## src/rtl/regfile_sb.sv

```systemverilog
// regfile_sb: multi-read-port integer register file with a per-register busy
// scoreboard for the pipelined NPC core.
//
// Decode reads up to READ_PORTS operands per cycle. Each operand comes with a
// busy flag. Issue marks a destination register pending. Writeback commits
// data and clears the pending mark. Flush clears every pending mark. Register
// 0 is hardwired to zero and is never busy.
//
// Optional build macro: REGFILE_BYPASS_EN
//   When defined, a writeback in the current cycle is forwarded to every read
//   port whose address matches. Matching ports see wdata and a clear busy flag.
//   When undefined, reads return the stored value and the pre-edge busy bit.
//
// Ports:
//   clk        clock; all state updates on posedge
//   rst        synchronous active-high reset (priority over wen/iss/flush)
//   raddr      packed read addresses, port k at [k*REG_ADDR_WIDTH +: REG_ADDR_WIDTH]
//   rdata      packed read data, port k at [k*DATA_WIDTH +: DATA_WIDTH]
//   rbusy      busy flag per read port
//   iss_valid  issue request: mark iss_rd pending
//   iss_rd     destination register of the issuing instruction
//   iss_stall  issue blocked because iss_rd is still pending
//   wen        writeback enable
//   waddr      writeback register
//   wdata      writeback data
//   flush      clear all pending bits
//   busy_vec   current scoreboard, for debug and difftest
module regfile_sb #(
  parameter int REG_ADDR_WIDTH = 5,
  parameter int DATA_WIDTH     = 32,
  parameter int REG_NUM        = 32,
  parameter int READ_PORTS     = 2
) (
  input  logic                                 clk,
  input  logic                                 rst,
  input  logic [READ_PORTS*REG_ADDR_WIDTH-1:0] raddr,
  output logic [READ_PORTS*DATA_WIDTH-1:0]     rdata,
  output logic [READ_PORTS-1:0]                rbusy,
  input  logic                                 iss_valid,
  input  logic [REG_ADDR_WIDTH-1:0]            iss_rd,
  output logic                                 iss_stall,
  input  logic                                 wen,
  input  logic [REG_ADDR_WIDTH-1:0]            waddr,
  input  logic [DATA_WIDTH-1:0]                wdata,
  input  logic                                 flush,
  output logic [REG_NUM-1:0]                   busy_vec
);

  localparam logic [31:0] REG_NUM_U = 32'(REG_NUM);

  logic [DATA_WIDTH-1:0] regs_q [REG_NUM];
  logic [DATA_WIDTH-1:0] regs_d [REG_NUM];
  logic [REG_NUM-1:0]    busy_q;
  logic [REG_NUM-1:0]    busy_d;

  // A register address is usable only if it is nonzero and backed by storage.
  // Reads of x0 and of unbacked indices return zero. Writes to them are dropped.
  function automatic logic addrOk(input logic [REG_ADDR_WIDTH-1:0] a);
    return (a != '0) && (32'(a) < REG_NUM_U);
  endfunction

  // Issue is held off while its destination is pending. A writeback to that
  // same register in this cycle retires the older writer, so the issue may
  // proceed. The register then stays busy for the new writer.
  always_comb begin
    iss_stall = 1'b0;
    if (iss_valid && addrOk(iss_rd)) begin
      iss_stall = busy_q[iss_rd] && !(wen && (waddr == iss_rd));
    end
  end

  // Combinational read ports. With bypass enabled, a matching writeback
  // in the same cycle overrides the stored value. That register is then
  // reported not busy, because its producer is completing now.
  always_comb begin
    logic [REG_ADDR_WIDTH-1:0] a;
    a     = '0;
    rdata = '0;
    rbusy = '0;
    for (int k = 0; k < READ_PORTS; k++) begin
      a = raddr[k*REG_ADDR_WIDTH +: REG_ADDR_WIDTH];
      if (addrOk(a)) begin
        rdata[k*DATA_WIDTH +: DATA_WIDTH] = regs_q[a];
        rbusy[k]                          = busy_q[a];
`ifdef REGFILE_BYPASS_EN
        if (wen && (waddr == a)) begin
          rdata[k*DATA_WIDTH +: DATA_WIDTH] = wdata;
          rbusy[k]                          = 1'b0;
        end
`endif
      end
    end
  end

  // Next-state for data and scoreboard. When an issue and a writeback target
  // the same register in the same cycle, the issue wins. The newer writer
  // therefore stays pending. Flush drops every pending mark and any concurrent
  // issue. A concurrent writeback still commits its data.
  always_comb begin
    logic setBit;
    logic clrBit;
    setBit = 1'b0;
    clrBit = 1'b0;
    regs_d = regs_q;
    busy_d = busy_q;
    if (wen && addrOk(waddr)) begin
      regs_d[waddr] = wdata;
    end
    for (int i = 1; i < REG_NUM; i++) begin
      setBit    = iss_valid && !iss_stall && !flush && (32'(iss_rd) == 32'(i));
      clrBit    = wen && (32'(waddr) == 32'(i));
      busy_d[i] = setBit || (busy_q[i] && !clrBit && !flush);
    end
    busy_d[0] = 1'b0;
  end

  // State registers. Reset zeroes data and scoreboard. Reset has priority
  // over every other update.
  always_ff @(posedge clk) begin
    if (rst) begin
      regs_q <= '{default: '0};
      busy_q <= '0;
    end else begin
      regs_q <= regs_d;
      busy_q <= busy_d;
    end
  end

  assign busy_vec = busy_q;

endmodule

```

## config.mk

```make
export PLATFORM = sky130hd
export DESIGN_NAME = regfile_sb
export DESIGN_NICKNAME = d
export VERILOG_FILES = /design/src/rtl/regfile_sb.sv
export SDC_FILE = /design/constraint.sdc
export NUM_CORES = 2
export LEC_CHECK = 0
export BUFFER_PORTS_ARGS = -buffer_cell sky130_fd_sc_hd__buf_2
export CAP_MARGIN = 20
export CELL_PAD_IN_SITES_DETAIL_PLACEMENT = 0
export CELL_PAD_IN_SITES_GLOBAL_PLACEMENT = 1
export CORE_AREA = 2 2 347 349
export CTS_CLUSTER_SIZE = 30
export DETAILED_ROUTE_END_ITERATION = 10
export DIE_AREA = 0 0 349 351
export PLACE_DENSITY = 0.75
export SKIP_CTS_REPAIR_TIMING = 1
export SYNTH_ARGS = -nofsm -noshare
export SYNTH_HDL_FRONTEND = slang
export SYNTH_SLANG_ARGS = --single-unit
```

## constraint.sdc

```tcl
create_clock -name clk -period 4.6 [get_ports clk]
set_input_delay 0.92 -clock clk [delete_from_list [all_inputs] [get_ports clk]]
set_output_delay 0.92 -clock clk [all_outputs]
set_load 0.005 [all_outputs]
```

==> impl_metrics.tcl <==
set metrics [dict create \
    synth.area.top_cells "dfxtp_1 40%, mux4_2 28%, nand2_1 14%" \
    synth-seq-cells 1055 \
    layout.nets 5562 \
    crit_type "input pin to primary output" \
    peakVddDrop_v 0.000312 \
    vias 46027 \
    yosysTopAreaCell "dfxtp_1" \
    viasPerCell 6.44 \
    fin_crit_sh 0.992 \
    max_slew_margin 0.177 \
    ys_seq_area_frac 0.398 \
    synth_flop_cell "dfxtp_1" \
    dieWidth_um 349 \
    die_h_um 351 \
    maxCapViolCount 0 \
    rrSetupSlack_ns 2.19 \
    port_buffers 154 \
    clock-sinks 1055 \
    p_per_area_nw_per_um2 336 \
    crit_family "multiplexers" \
    end_kind "primary output" \
    critPathMaxStageDelay_ns 0.61 \
    gp_congestion 0.873 \
    status "completed" \
    synth_nets 5684 \
    rsz0062_at_grt "false" \
    critPathLaunch "raddr[1]" \
    p_leak_nw 19.7 \
    grt_antenna_before_repair 8 \
    layout-drive-gt1-share 0.226 \
    clk_path_buf_depth 3 \
    nFillCells 10785 \
    worstMarginPinSlew_ns 1.24 \
    core_area_um2 119000 \
    p_seq_frac 0.460 \
    drt-pass1-iter-count 5 \
    cp.arrival_ns 3.64 \
    rr_worst_depth 6 \
    hold_class "register to register" \
    dp_slack_ns 0.144 \
    switching_share 0.251 \
    cts_tree "built" \
    drv_slew 0 \
    syn_to_final_growth_pct 12.9 \
    worstSetupEndpoint "rdata[5]" \
    drc_errors 0 \
    path_common_cell "mux4_2" \
    fin_setup_tns_ns 0 \
    cp_max_fo 48 \
    clock_latency_ns 0.71 \
    synth_edf_count 0 \
    cts_buffers 113 \
    grt_overflow 0 \
    pin_count 156 \
    syn_area_um2 53000 \
    totalWireLength_mm 212 \
    reg2reg_from "busy_vec[2]$_SDFF_PP0_" \
    crit_cells 7 \
    grt_max_degree 210 \
    dp_hpwl_mm 125 \
    critPathSlowestCell "mux2i_1" \
    clockRootBuffer "clkbuf_16" \
    intPower_w 0.0151 \
    clock-skew-final_ns 0.00964 \
    die_area_um2 122000 \
    synth_cell_type_count 41 \
    setup-violations-final 0 \
    synth_top_area_frac 0.398 \
    max_freq_mhz 219 \
    async_reset_ff_frac 0 \
    final.min_clock_period_ns 4.56 \
    pwr-share-comb 0.076 \
    drtIter0Drc 6898 \
    path_clk_slew_ns 0.06 \
    grt_pass1_vias 42582 \
    hold_viol 0 \
    yosysMostFrequentCell "nand2_1" \
    path_cells "buf_8, buf_12, mux4_2, mux4_2, mux2i_1, nor2_1, buf_2" \
    wl_per_cell_um 29.7 \
    htree_num_levels 3 \
    setup_slack_ns 0.0388 \
    syn_inst 5627 \
    rows 127 \
    worstPathRequired_ns 3.68 \
    critPathBufInv 3 \
    yosysWarnings 0 \
    antenna_left 0 \
    syn_avg_cell_area_um2 9.42 \
    gr-usage-all-layers 0.341 \
    synth.top_cells.by_count "2031 x nand2_1, 1055 x dfxtp_1, 993 x a21oi_1, 661 x mux4_2, 494 x clkbuf_1" \
    hold_depth 2 \
    start_util 0.445 \
    power_frac_clock 0.464 \
    grt_pass1_wl_mm 305 \
    power_switching_w 0.00504 \
    rr_endpoint "busy_vec[25]$_SDFF_PP0_" \
    startpoint_type "input pin" \
]
[per-layer routing]
| metal | vias up | track usage | part of all wire |
|---|---|---|---|
| met5 | - | 0 | 0.00036 |
| li1 | 19503 | - | - |
| met4 | 12 | 0.153 | 0.051 |
| met1 | 22886 | 0.474 | 0.39 |
| met2 | 3022 | 0.502 | 0.43 |
| met3 | 604 | 0.0847 | 0.13 |
[logic make-up (layout without fill, tap and decap cells)]
family	after synthesis	after routing	share of synthesized area
flops	1055	1055	0.398
mux	738	738	0.295
simple gates	2215	2215	0.161
compound gates	1032	1032	0.102
other cells	1	3	0.0000707
buf+inv	581	546	0.0427
xor+xnor	5	5	0.000826
[sequential cells by signal, indices dropped and copies added (netlist names)]
signal / count
regs_q: 1024
busy_vec: 31
[final cells by class]
cell class / instances / area (um2) / area share
well taps: 1548 / 1940 / 0.0324
flip-flops and latches: 1055 / 21100 / 0.353
clock inverters: 37 / 447 / 0.00746
multi-input cells: 3991 / 30000 / 0.501
repair buffers: 343 / 3070 / 0.0513
clock buffers: 165 / 3290 / 0.0551
diodes: 2 / 5.00 / 0.0000836
inverters: 1 / 3.75 / 0.0000627
[tightest hold or removal path, delay by kind of cell (launching register included)]
kind | cells | cell delay (ns)
DFF | 1 | 0.31
and+or+nand+nor | 1 | 0.05
AOI/OAI and AO/OA | 1 | 0.05
[power groups by stage]
stage | registers (W) | clock network, W | logic (W)
after floorplan | 0.00943 | 0 | 0.000957
after global placement | 0.00945 | 0 | 0.00148
after detailed placement | 0.00945 | 0 | 0.00149
after CTS | 0.00925 | 0.00937 | 0.00149
after global routing | 0.00925 | 0.00975 | 0.00158
final | 0.00925 | 0.00932 | 0.00152
[cells in the final DEF (no fill, tap or decap), drive strengths merged, types with 2 or more instances in the layout]
cell type and n:
dfxtp 1055, nand2b 4, nor2b 32, mux4 661, o21ai 2, mux2 6, nor2 104, nor3b 2
bufinv 7, xor2 4, nand3 7, and3b 2, a21oi 993, mux2i 71, nand3b 4, nand2 2031
buf 343, or4 3, nor4 2, and2 6, diode 2, clkbuf 165, nor3 7, inv 3
a32o 31, clkinv 27, and3 2, a2111oi 2, or3b 3, or2 3
[per-stage QoR]
step	utilization	hold slack (ns)	instances	area, um2	total power, W
finish	0.503	0.465	7142	59800	0.0201
global route	0.503	0.480	7140	59800	0.0206
CTS	0.503	0.463	7139	59800	0.0201
detailed placement	0.471	0.455	6937	56100	0.0109
global placement	0.471	0.449	6937	56100	0.0109
floorplan	-	0.443	5627	53000	0.0104
[how the worst min path moves through the flow]
stage	startpoint	to	slack, ns
6_report	regs_q[42]$_SDFFE_PP0P_	regs_q[42]$_SDFFE_PP0P_	0.46
5_1_grt	regs_q[284]$_SDFFE_PP0P_	regs_q[284]$_SDFFE_PP0P_	0.48
4_1_cts	regs_q[673]$_SDFFE_PP0P_	regs_q[673]$_SDFFE_PP0P_	0.46
3_5_place_dp	regs_q[673]$_SDFFE_PP0P_	regs_q[673]$_SDFFE_PP0P_	0.46
3_3_place_gp	regs_q[667]$_SDFFE_PP0P_	regs_q[667]$_SDFFE_PP0P_	0.45
2_1_floorplan	regs_q[160]$_SDFFE_PP0P_	regs_q[160]$_SDFFE_PP0P_	0.44
No activity file was read; power rests on OpenSTA's default activity.
